## config.mk

```make
export PLATFORM = sky130hd
export DESIGN_NAME = seq_slice_adder_ctrl
export DESIGN_NICKNAME = d
export VERILOG_FILES = /design/src/rtl/seq_add_pkg.sv /design/src/rtl/add_slice.sv /design/src/rtl/seq_slice_adder_ctrl.sv
export SDC_FILE = /design/constraint.sdc
export NUM_CORES = 1
export LEC_CHECK = 0
export CORE_MARGIN = 5
export CORE_UTILIZATION = 45
export CTS_CLUSTER_DIAMETER = 40
export DETAILED_ROUTE_END_ITERATION = 6
export GPL_ROUTABILITY_DRIVEN = 0
export PLACE_DENSITY = 0.82
export REMOVE_ABC_BUFFERS = 1
export SLEW_MARGIN = 20
export SYNTH_ARGS = -nofsm -noshare
export SYNTH_HDL_FRONTEND = slang
export SYNTH_SLANG_ARGS = --single-unit
export TNS_END_PERCENT = 10
```

## constraint.sdc

```tcl
create_clock -name clk -period 8.05 [get_ports clk]
set_input_delay 1.61 -clock clk [delete_from_list [all_inputs] [get_ports clk]]
set_output_delay 1.61 -clock clk [all_outputs]
set_load 0.02 [all_outputs]
```

## src/rtl/seq_add_pkg.sv

```systemverilog
// Shared types and elaboration helpers for the sequential slice adder.
package seq_add_pkg;

  typedef enum logic [1:0] {StIdle, StRun, StDone} state_e;

  function automatic int unsigned nbeats(input int unsigned width, input int unsigned slice);
    if (slice == 0) return 0;
    return width / slice;
  endfunction

  // Elaboration check: the slice must tile the operand width exactly.
  function automatic bit cfg_ok(input int unsigned width, input int unsigned slice);
    if (slice < 1) return 1'b0;
    return (width % slice) == 0;
  endfunction

endpackage

```

## src/rtl/add_slice.sv

```systemverilog
// Combinational SLICE-bit ripple-carry chain of full-adder cells.
module add_slice #(
  parameter int unsigned SLICE = 4
) (
  input  logic [SLICE-1:0] a,
  input  logic [SLICE-1:0] b,
  input  logic             cin,
  output logic [SLICE-1:0] sum,
  output logic             cout
);

  logic [SLICE:0] c;

  assign c[0] = cin;

  for (genvar i = 0; i < SLICE; i++) begin : g_fa
    assign sum[i]   = a[i] ^ b[i] ^ c[i];
    assign c[i+1]   = (a[i] & b[i]) | (c[i] & (a[i] ^ b[i]));
  end

  assign cout = c[SLICE];

endmodule

```

## src/rtl/seq_slice_adder_ctrl.sv

```systemverilog
// Multi-cycle adder reusing one SLICE-bit slice per beat, valid/ready on both sides.
// Optional SEQ_ADD_SUBTRACT_EN adds op_sub_i for a-b (stores ~b, forces carry-in to 1).
module seq_slice_adder_ctrl
  import seq_add_pkg::*;
#(
  parameter int unsigned WIDTH = 16,
  parameter int unsigned SLICE = 4
) (
  input  logic             clk,
  input  logic             rst_n,
  input  logic             in_valid,
  output logic             in_ready,
  input  logic [WIDTH-1:0] a_i,
  input  logic [WIDTH-1:0] b_i,
  input  logic             cin_i,
`ifdef SEQ_ADD_SUBTRACT_EN
  input  logic             op_sub_i,
`endif
  output logic             out_valid,
  input  logic             out_ready,
  output logic [WIDTH-1:0] sum_o,
  output logic             cout_o,
  output logic             busy_o
);

  localparam int unsigned NBEATS = nbeats(WIDTH, SLICE);
  localparam int unsigned BEAT_W = (NBEATS > 1) ? $clog2(NBEATS) : 1;
  localparam logic [BEAT_W-1:0] LAST_BEAT = BEAT_W'(NBEATS - 1);

  if (!cfg_ok(WIDTH, SLICE)) begin : g_cfg_err
    $error("seq_slice_adder_ctrl: WIDTH must be a nonzero multiple of SLICE");
  end

  state_e            state_q, state_d;
  logic [BEAT_W-1:0] beat_q, beat_d;
  logic              carry_q, carry_d;
  logic [WIDTH-1:0]  a_q, a_d, b_q, b_d, sum_q, sum_d;
  logic              cout_q, cout_d;

  logic [SLICE-1:0]  slice_a, slice_b, slice_sum;
  logic              slice_cout;

  assign slice_a = a_q[int'(beat_q) * SLICE +: SLICE];
  assign slice_b = b_q[int'(beat_q) * SLICE +: SLICE];

  add_slice #(
    .SLICE(SLICE)
  ) u_slice (
    .a    (slice_a),
    .b    (slice_b),
    .cin  (carry_q),
    .sum  (slice_sum),
    .cout (slice_cout)
  );

  always_comb begin
    state_d = state_q;
    beat_d  = beat_q;
    carry_d = carry_q;
    a_d     = a_q;
    b_d     = b_q;
    sum_d   = sum_q;
    cout_d  = cout_q;
    unique case (state_q)
      StIdle: begin
        if (in_valid) begin
          a_d     = a_i;
          b_d     = b_i;
          carry_d = cin_i;
`ifdef SEQ_ADD_SUBTRACT_EN
          if (op_sub_i) begin
            b_d     = ~b_i;
            carry_d = 1'b1;
          end
`endif
          beat_d  = '0;
          state_d = StRun;
        end
      end
      StRun: begin
        sum_d[int'(beat_q) * SLICE +: SLICE] = slice_sum;
        carry_d = slice_cout;
        if (beat_q == LAST_BEAT) begin
          cout_d  = slice_cout;
          beat_d  = '0;
          state_d = StDone;
        end else begin
          beat_d = beat_q + BEAT_W'(1);
        end
      end
      StDone: begin
        if (out_ready) state_d = StIdle;
      end
      default: state_d = StIdle;
    endcase
  end

  always_ff @(posedge clk or negedge rst_n) begin
    if (!rst_n) begin
      state_q <= StIdle;
      beat_q  <= '0;
      carry_q <= 1'b0;
      a_q     <= '0;
      b_q     <= '0;
      sum_q   <= '0;
      cout_q  <= 1'b0;
    end else begin
      state_q <= state_d;
      beat_q  <= beat_d;
      carry_q <= carry_d;
      a_q     <= a_d;
      b_q     <= b_d;
      sum_q   <= sum_d;
      cout_q  <= cout_d;
    end
  end

  assign in_ready  = (state_q == StIdle);
  assign out_valid = (state_q == StDone);
  assign busy_o    = (state_q != StIdle);
  assign sum_o     = sum_q;
  assign cout_o    = cout_q;

endmodule

```

==> results.json, run 1 <==
{
  "hpwl_mm": 3.82,
  "avgSynthCellArea_um2": 14.6,
  "syn_area_um2": 2640,
  "async_flop_share_pct": 100,
  "antenna_found_initial": 0,
  "ctsHoldBuffers": 0,
  "layout_min_cycle_time_ps": 3560,
  "crit_chain": "or2_2, inv_1, clkdlybuf4s50_1",
  "num_io_pins": 57,
  "hold_viol_final": 0,
  "synth_cell_types": 31,
  "layout_commonest_cell": "clkdlybuf4s50_1",
  "num_vias": 1655,
  "die_width_um": 86.6,
  "post-route-period-util_pct": 44.3,
  "synth_ff_type": "dfrtp_1",
  "crit_required_ps": 6440,
  "multiInputGateArea_um2": 1170,
  "crit_type": "flop to primary output",
  "antenna_cells": 0,
  "cts_setup_buffers": 0,
  "clkLatencyLatePin_ps": 310,
  "grt-ovfl-total": 0,
  "drt-pass1-iter-count": 4,
  "initial_utilization_pct": 45.4,
  "setup_viol": 0,
  "postCtsResizedCells": 0,
  "setup_tns_ps": 0,
  "nFillCells": 504,
  "netlist_instances": 181,
  "port_buffers": 56,
  "cp-start-kind": "flop",
  "ant_nets": 0,
  "power.leakage_uw": 0.00140,
  "skew_ps": 9.99,
  "status": "complete, no violations",
  "crit_path_end_kind": "primary output",
  "synth-seq-cells": 54,
  "relSlewSlack_pct": 37.6,
  "slowest_stage": "clkdlybuf4s50_1",
  "grt_pass1_vias": 1797,
  "synth_edf_count": 0,
  "cts-root-buf": "clkbuf_8",
  "wl_per_cell_um": 16.8,
  "cp_data_arrival_time_ps": 1950,
  "grt_pass1_wl_mm": 8.61,
  "final_max_slew_viol_count": 0,
  "ys_warn_count": 0,
  "num_rows": 28,
  "grt_start_max_net_pins": 55,
  "holdCritPathClass": "flop to flop",
  "fmax_ghz": 0.281,
  "yosysSeqAreaShare_pct": 51.2,
  "fp.dieArea_um2": 7500,
  "cts_sinks": 54,
  "grt_usage_pct": 14.7,
  "ff_latch_area_um2": 1350,
  "slowest_delay_ps": 610,
  "htreeDepth": 2,
  "rsz0062_at_grt": "false",
  "core-area_um2": 5820,
  "cp_max_fo": 13,
  "clock_path_buffers": 2,
  "drc": 0,
  "final_util_pct": 57.6,
  "cp_top_family": "buffers and inverters",
  "initialDrtViolationCount": 48,
  "total_power_uw": 1440,
  "cap_violations": 0,
  "drt_wl_total_mm": 5.21,
  "irDropWorstVdd_uv": 188,
  "whs_ps": 493,
  "cts_tree": "done",
  "cts.reportedPaths.clkPinSlew_ps": 100,
  "tightest_slew_ps": 936,
  "pwr_density_cell_nw_per_um2": 431,
  "cts_made_buffers": 5,
  "drive_gt1_share_pct": 24.6,
  "synthToLayoutAreaGrowth_pct": 26.7,
  "final_cell_mix": "clkdlybuf4s50_1, dfrtp_1, mux2_2",
  "viasPerCell": 5.32,
  "dieHeight_um": 86.6,
  "cp_num_buf_inv": 2,
  "nets": 282
}
## logic make-up (layout without fill, tap and decap cells)
| family | count (synthesis) | count (layout) | synth area share (%) |
|---|---|---|---|
| compound gates | 16 | 16 | 5.35 |
| fa+ha+maj | 10 | 10 | 5.87 |
| buf+inv | 23 | 78 | 4.45 |
| flops | 54 | 54 | 51.2 |
| mux | 47 | 47 | 23.4 |
| simple gates | 31 | 31 | 9.71 |
## cells in the mapped netlist, types with 2 or more instances
cell type,n,area share (%)
nor4bb_1,6,2.3
dfrtp_1,54,51
inv_1,12,1.7
mux4_2,8,6.8
and2_1,2,0.47
and4b_1,2,0.76
mux2_1,2,0.85
nor3b_1,3,0.85
o2bb2ai_1,2,0.66
mux2_2,37,16
ha_1,6,2.8
buf_4,2,0.57
nand4b_1,2,0.66
nand3b_1,5,1.4
nor2b_1,6,1.4
buf_6,3,1.3
a22o_1,3,0.99
fa_1,4,3.0
clkbuf_1,5,0.71
a32o_1,6,2.3
## power breakdown
group / total [uW] / internal [uW] / switching (uW)
clock: 183 / 92.6 / 90.1
sequential: 497 / 394 / 103
combinational: 762 / 409 / 353
total: 1440 / 895 / 546
## per-layer routing
layer | up-vias | share of wire (%) | wire, um | global-route usage [%]
met2 | 48 | 49 | 2560 | 23.9
met1 | 835 | 44 | 2310 | 19.7
met4 | 0 | 1.2 | 63 | 4.25
met3 | 7 | 5.5 | 286 | 3.33
met5 | - | 0 | 0 | 0
li1 | 765 | - | - | -
## sequential cells by signal (all words and copies together), names as in the netlist
signal / cells
carry_q: 1
a_q: 16
cout_o: 1
sum_o: 16
beat_q: 2
b_q: 16
state_q: 2
## path summary, 6_finish.rpt
| path | startpoint | slack, ps | endpoint | cells after the start |
|---|---|---|---|---|
| worst max-delay path | state_q[1] | 4490 | in_ready | 3 |
| worst min-delay path | a_q[6] | 490 | a_q[6] | 1 |
| worst max register to register | beat_q[0] | 4500 | sum_o[7] | 9 |
| worst min register to register | a_q[6] | 490 | a_q[6] | 1 |
| max in group asynchronous | rst_n | 6180 | a_q[12] | 2 |
| min in group asynchronous | rst_n | 1420 | sum_o[10] | 2 |
## stage by stage
stage	area [um^2]	instances	setup slack [ps]
after CTS	3350	311	4440
after global routing	3350	311	4300
final	3350	311	4490
after detailed placement	3230	303	4290
after global placement	3230	303	4350
after floorplan	2570	170	4870
## cell type report
| type | instances | area share [%] |
|---|---|---|
| Clock inverter | 3 | 1.35 |
| Sequential cell | 54 | 40.4 |
| Clock buffer | 5 | 2.06 |
| Timing Repair Buffer | 58 | 17.0 |
| Inverter | 12 | 1.35 |
| Multi-Input combinational cell | 104 | 35.0 |
| Tap cell | 75 | 2.80 |
No activity file was read; power rests on OpenSTA's default activity.
==> run 2, diff against run 1 <==
--- a/config.mk
+++ b/config.mk
@@ -10,7 +10,7 @@
 export CTS_CLUSTER_DIAMETER = 40
 export DETAILED_ROUTE_END_ITERATION = 6
 export GPL_ROUTABILITY_DRIVEN = 0
-export PLACE_DENSITY = 0.82
+export PLACE_DENSITY = 0.85
 export REMOVE_ABC_BUFFERS = 1
 export SLEW_MARGIN = 20
 export SYNTH_ARGS = -nofsm -noshare
==> constraint.sdc (replaced) <==
create_clock -name clk -period 3.1 [get_ports clk]
set_input_delay 0.62 -clock clk [delete_from_list [all_inputs] [get_ports clk]]
set_output_delay 0.62 -clock clk [all_outputs]
set_load 0.02 [all_outputs]
==> results.json, run 2 (synthesis gave the netlist of run 1 again) <==
{
  "setup_tns_ps": 0,
  "cts-root-buf": "clkbuf_8",
  "grt-busiest-layer": "met2",
  "crit_path_end_kind": "flop",
  "pwr_density_cell_nw_per_um2": 1100,
  "slowest_stage": "mux4_2",
  "grtUsageMet1_pct": 19.6,
  "port_buffers": 56,
  "crit_chain": "buf_4, mux4_2, inv_1, fa_1, inv_1, fa_1, fa_1, and4b_1, mux2_2",
  "core-area_um2": 5820,
  "r2r_cells": 9,
  "grt-ovfl-total": 0,
  "multiInputGateArea_um2": 1170,
  "synthToLayoutAreaGrowth_pct": 27.1,
  "nFillCells": 514,
  "cp_data_arrival_time_ps": 3090,
  "postCtsResizedCells": 0,
  "drt-pass1-iter-count": 4,
  "drive_gt1_share_pct": 25.8,
  "initialDrtViolationCount": 72,
  "num_vias": 1656,
  "clkLatencyLatePin_ps": 300,
  "cts_setup_buffers": 0,
  "ant_nets": 0,
  "slowest_delay_ps": 510,
  "antenna_cells": 0,
  "final_max_slew_viol_count": 0,
  "irDropWorstVdd_uv": 619,
  "met3_usage_pct": 4.09,
  "grt_start_max_net_pins": 35,
  "status": "complete, no violations",
  "drt_wl_total_mm": 5.17,
  "antenna_found_initial": 0,
  "grtUsageMet2_pct": 24.8,
  "reg2reg_slack_ps": 210,
  "htreeDepth": 2,
  "num_rows": 28,
  "power.leakage_uw": 0.00142,
  "post-route-period-util_pct": 93.3,
  "fin_ws_ps": 207,
  "final_cell_mix": "clkdlybuf4s50_1, dfrtp_1, mux2_2",
  "tightest_slew_ps": 681,
  "drc": 0,
  "layout_min_cycle_time_ps": 2890,
  "worstReg2RegEnd": "sum_o[7]",
  "layout_commonest_cell": "clkdlybuf4s50_1",
  "fp.dieArea_um2": 7500,
  "skew_ps": 10.5,
  "clock_path_buffers": 2,
  "ctsHoldBuffers": 0,
  "grt_pass1_wl_mm": 8.76,
  "cts.reportedPaths.clkPinSlew_ps": 100,
  "cts_made_buffers": 5,
  "rsz0062_at_grt": "false",
  "reg2reg_from": "beat_q[0]",
  "place_ws_ps": 188,
  "relSlewSlack_pct": 54.5,
  "holdCritPathClass": "input port to asynchronous set/reset pin",
  "initial_utilization_pct": 45.4,
  "setup_viol": 0,
  "cp-start-kind": "flop",
  "fmax_ghz": 0.346,
  "crit_type": "flop to flop",
  "dieHeight_um": 86.6,
  "hold_viol_final": 0,
  "cts_tree": "done",
  "viasPerCell": 5.26,
  "cap_violations": 0,
  "nets": 286,
  "crit_required_ps": 3300,
  "grt_usage_pct": 15.0,
  "wl_per_cell_um": 16.4,
  "timing.critical_path.mode_cell": "fa_1",
  "grt_pass1_vias": 1769,
  "cts_sinks": 54,
  "die_width_um": 86.6,
  "hpwl_mm": 3.99,
  "ff_latch_area_um2": 1350,
  "num_io_pins": 57,
  "cp_max_fo": 5
}
run 2: cell types whose count changed in the layout (fill, tap and decap cells not counted), sizes merged:
| cell | change |
|---|---|
| clkinvlp | -1 |
| bufinv | -1 |
| clkinv | +1 |
| clkbuf | +1 |
| buf | +4 |
run 2: critical path, delay by kind of cell, from the launching register on:
kind | cells | cell delay [ps]
buffers and inverters | 3 | 340
AND/OR/NAND/NOR | 1 | 210
flip-flops | 1 | 430
adder cells (fa/ha/maj) | 3 | 1050
multiplexers | 2 | 770
run 2: how the worst max path moves through the flow:
| stage | end | slack [ps] | start |
|---|---|---|---|
| 2_1_floorplan | sum_o[7] | -80 | beat_q[0] |
| 3_3_place_gp | sum_o[7] | 260 | beat_q[0] |
| 3_5_place_dp | sum_o[7] | 190 | beat_q[0] |
| 4_1_cts | sum_o[7] | 180 | beat_q[0] |
| 5_1_grt | sum_o[7] | 50 | beat_q[0] |
| 6_report | sum_o[7] | 210 | beat_q[0] |
run 2: through the flow:
stage / total power [uW] / cells / util, % / hold slack (ps) / area, um^2
floorplan: 2610 / 170 / - / 324 / 2570
global placement: 3250 / 307 / 56.1 / 475 / 3260
detailed placement: 3350 / 307 / 56.1 / 481 / 3260
CTS: 3750 / 315 / 57.7 / 295 / 3360
global route: 3970 / 315 / 57.7 / 324 / 3360
finish: 3690 / 315 / 57.7 / 287 / 3360
run 2: layout make-up:
class / instances / share of cell area [%]
Clock inverter: 2 / 0.373
Clock buffer: 6 / 2.46
Inverter: 12 / 1.34
Multi-Input combinational cell: 104 / 34.9
Timing Repair Buffer: 62 / 17.9
Tap cell: 75 / 2.79
Sequential cell: 54 / 40.2
run 2: report_power, final:
part	switching, uW	internal [uW]
sequential	223	1030
combinational	963	1080
clock	219	180
run 2: metal layers:
layer / share of wire [%] / vias to the layer above
li1: - / 780
met1: 43 / 825
met2: 49 / 46
met3: 6.6 / 5
met4: 0.93 / 0
met5: 0 / -
==> run 3, diff against run 2 <==
--- a/config.mk
+++ b/config.mk
@@ -5,6 +5,7 @@
 export SDC_FILE = /design/constraint.sdc
 export NUM_CORES = 1
 export LEC_CHECK = 0
+export CAP_MARGIN = 20
 export CORE_MARGIN = 5
 export CORE_UTILIZATION = 45
 export CTS_CLUSTER_DIAMETER = 40
==> constraint.sdc (replaced) <==
create_clock -name clk -period 2.4 [get_ports clk]
set_input_delay 0.48 -clock clk [delete_from_list [all_inputs] [get_ports clk]]
set_output_delay 0.48 -clock clk [all_outputs]
set_load 0.02 [all_outputs]
==> results.json, run 3 (synthesis gave the netlist of run 1 again) <==
{
  "status": "finished with violations",
  "violations": "negative setup slack",
  "p_int_uw": 3300,
  "clockPowerShare_pct": 12.1,
  "htreeDepth": 2,
  "power.leakage_uw": 0.00148,
  "holdCritPathClass": "input port to asynchronous set/reset pin",
  "p_switching_uw": 1930,
  "initialDrtViolationCount": 115,
  "antenna_cells": 0,
  "cts.reportedPaths.clkPinSlew_ps": 100,
  "cap_violations": 0,
  "rsz0062_at_grt": "true",
  "clkLatencyLatePin_ps": 310,
  "grt_start_max_net_pins": 25,
  "initial_utilization_pct": 45.4,
  "num_vias": 1695,
  "num_io_pins": 57,
  "grt-ovfl-total": 0,
  "nFillCells": 467,
  "drt_wl_total_mm": 5.41,
  "fp.dieArea_um2": 7500,
  "skew_ps": 6.89,
  "reg2reg_from": "beat_q[0]",
  "p_seq_share_pct": 29.7,
  "crit_type": "flop to flop",
  "swShare_pct": 36.9,
  "port_buffers": 56,
  "grt_pass1_wl_mm": 8.96,
  "cts_sinks": 54,
  "relSlewSlack_pct": 57.8,
  "r2r_cells": 9,
  "layout_commonest_cell": "clkdlybuf4s50_1",
  "drc": 0,
  "nets": 295,
  "grt_pass1_vias": 1832,
  "grt_usage_pct": 15.3,
  "final_cell_mix": "clkdlybuf4s50_1, dfrtp_1, mux2_2",
  "drt-pass1-iter-count": 4,
  "drive_gt1_share_pct": 32.5,
  "clock_path_buffers": 2,
  "wl_per_cell_um": 16.7,
  "hold_viol_final": 0,
  "ant_nets": 0,
  "cts_made_buffers": 5,
  "antenna_found_initial": 0,
  "crit_required_ps": 2590,
  "die_width_um": 86.6,
  "crit_path_end_kind": "flop",
  "cts-root-buf": "clkbuf_8",
  "hpwl_mm": 4.21,
  "pwr_density_cell_nw_per_um2": 1500,
  "worstReg2RegEnd": "sum_o[3]",
  "core-area_um2": 5820,
  "setup_viol": 9,
  "fmax_ghz": 0.349,
  "cts_tree": "done",
  "cp-start-kind": "flop",
  "final_max_slew_viol_count": 0,
  "cp_data_arrival_time_ps": 3060,
  "reg2reg_slack_ps": -460,
  "cp_max_fo": 4,
  "post-route-period-util_pct": 119,
  "layout_min_cycle_time_ps": 2860,
  "total_power_uw": 5230,
  "irDropWorstVdd_uv": 833,
  "tightest_slew_ps": 631,
  "fin_ws_ps": -462,
  "num_rows": 28,
  "setup_tns_ps": -2600,
  "viasPerCell": 5.23,
  "p_comb_share_pct": 58.2,
  "dieHeight_um": 86.6,
  "synthToLayoutAreaGrowth_pct": 31.7
}
-- run 3: power by group through the flow --
stage               combinational (uW)  sequential (uW)  clock, uW
finish                            3050             1550        633
global route                      3280             1610        684
CTS                               2840             1560        641
detailed placement                2810             1580          0
global placement                  2710             1570          0
floorplan                         1680             1700          0
-- run 3: worst max-delay path: stages (launching register included) --
cell,delay [ps]
dfrtp_2,420
mux4_2,520
inv_2,80
fa_2,190
fa_2,190
inv_2,40
fa_2,360
fa_2,480
nor4bb_2,180
mux2_2,290
-- run 3: stage by stage --
stage	utilization [%]	setup slack (ps)	std cells	area [um^2]	hold WS, ps
2_1_floorplan	-	-781	170	2570	184
3_3_place_gp	57.0	-449	314	3320	442
3_5_place_dp	57.0	-510	314	3320	451
4_1_cts	59.1	-531	322	3430	107
5_1_grt	59.8	-535	324	3480	114
6_report	59.8	-462	324	3480	93.7
-- run 3: what timing repair did --
action,in CTS,in global routing
pin swaps,0,3
buffers inserted,0,2
hold buffers,0,0
cloned,0,0
gates resized for setup,1,12
endpoints found under the setup margin,10,11
-- run 3: how the worst max path moves through the flow --
stage / start / to / slack, ps / cells after the start
final: beat_q[0] / sum_o[3] / -460 / 9
after global routing: beat_q[0] / sum_o[7] / -540 / 9
after CTS: beat_q[0] / sum_o[7] / -530 / 9
after detailed placement: beat_q[0] / sum_o[7] / -510 / 9
after global placement: beat_q[0] / sum_o[7] / -450 / 9
after floorplan: beat_q[0] / sum_o[7] / -780 / 9
-- run 3: layout make-up --
type	count	area (um^2)	area share [%]
clock buffers	5	68.8	1.98
flip-flops and latches	54	1350	38.9
clock inverters	3	47.5	1.37
repair buffers	71	672	19.3
inverters	12	45.0	1.29
well taps	75	93.8	2.70
multi-input cells	104	1200	34.5
-- run 3: layer usage --
metal / vias to the layer above / routed length, um / global-route usage [%]
met5: - / 0 / 0
met4: 0 / 40 / 3.54
met3: 6 / 312 / 4.28
met2: 40 / 2770 / 25.9
met1: 846 / 2280 / 19.7
li1: 803 / - / -
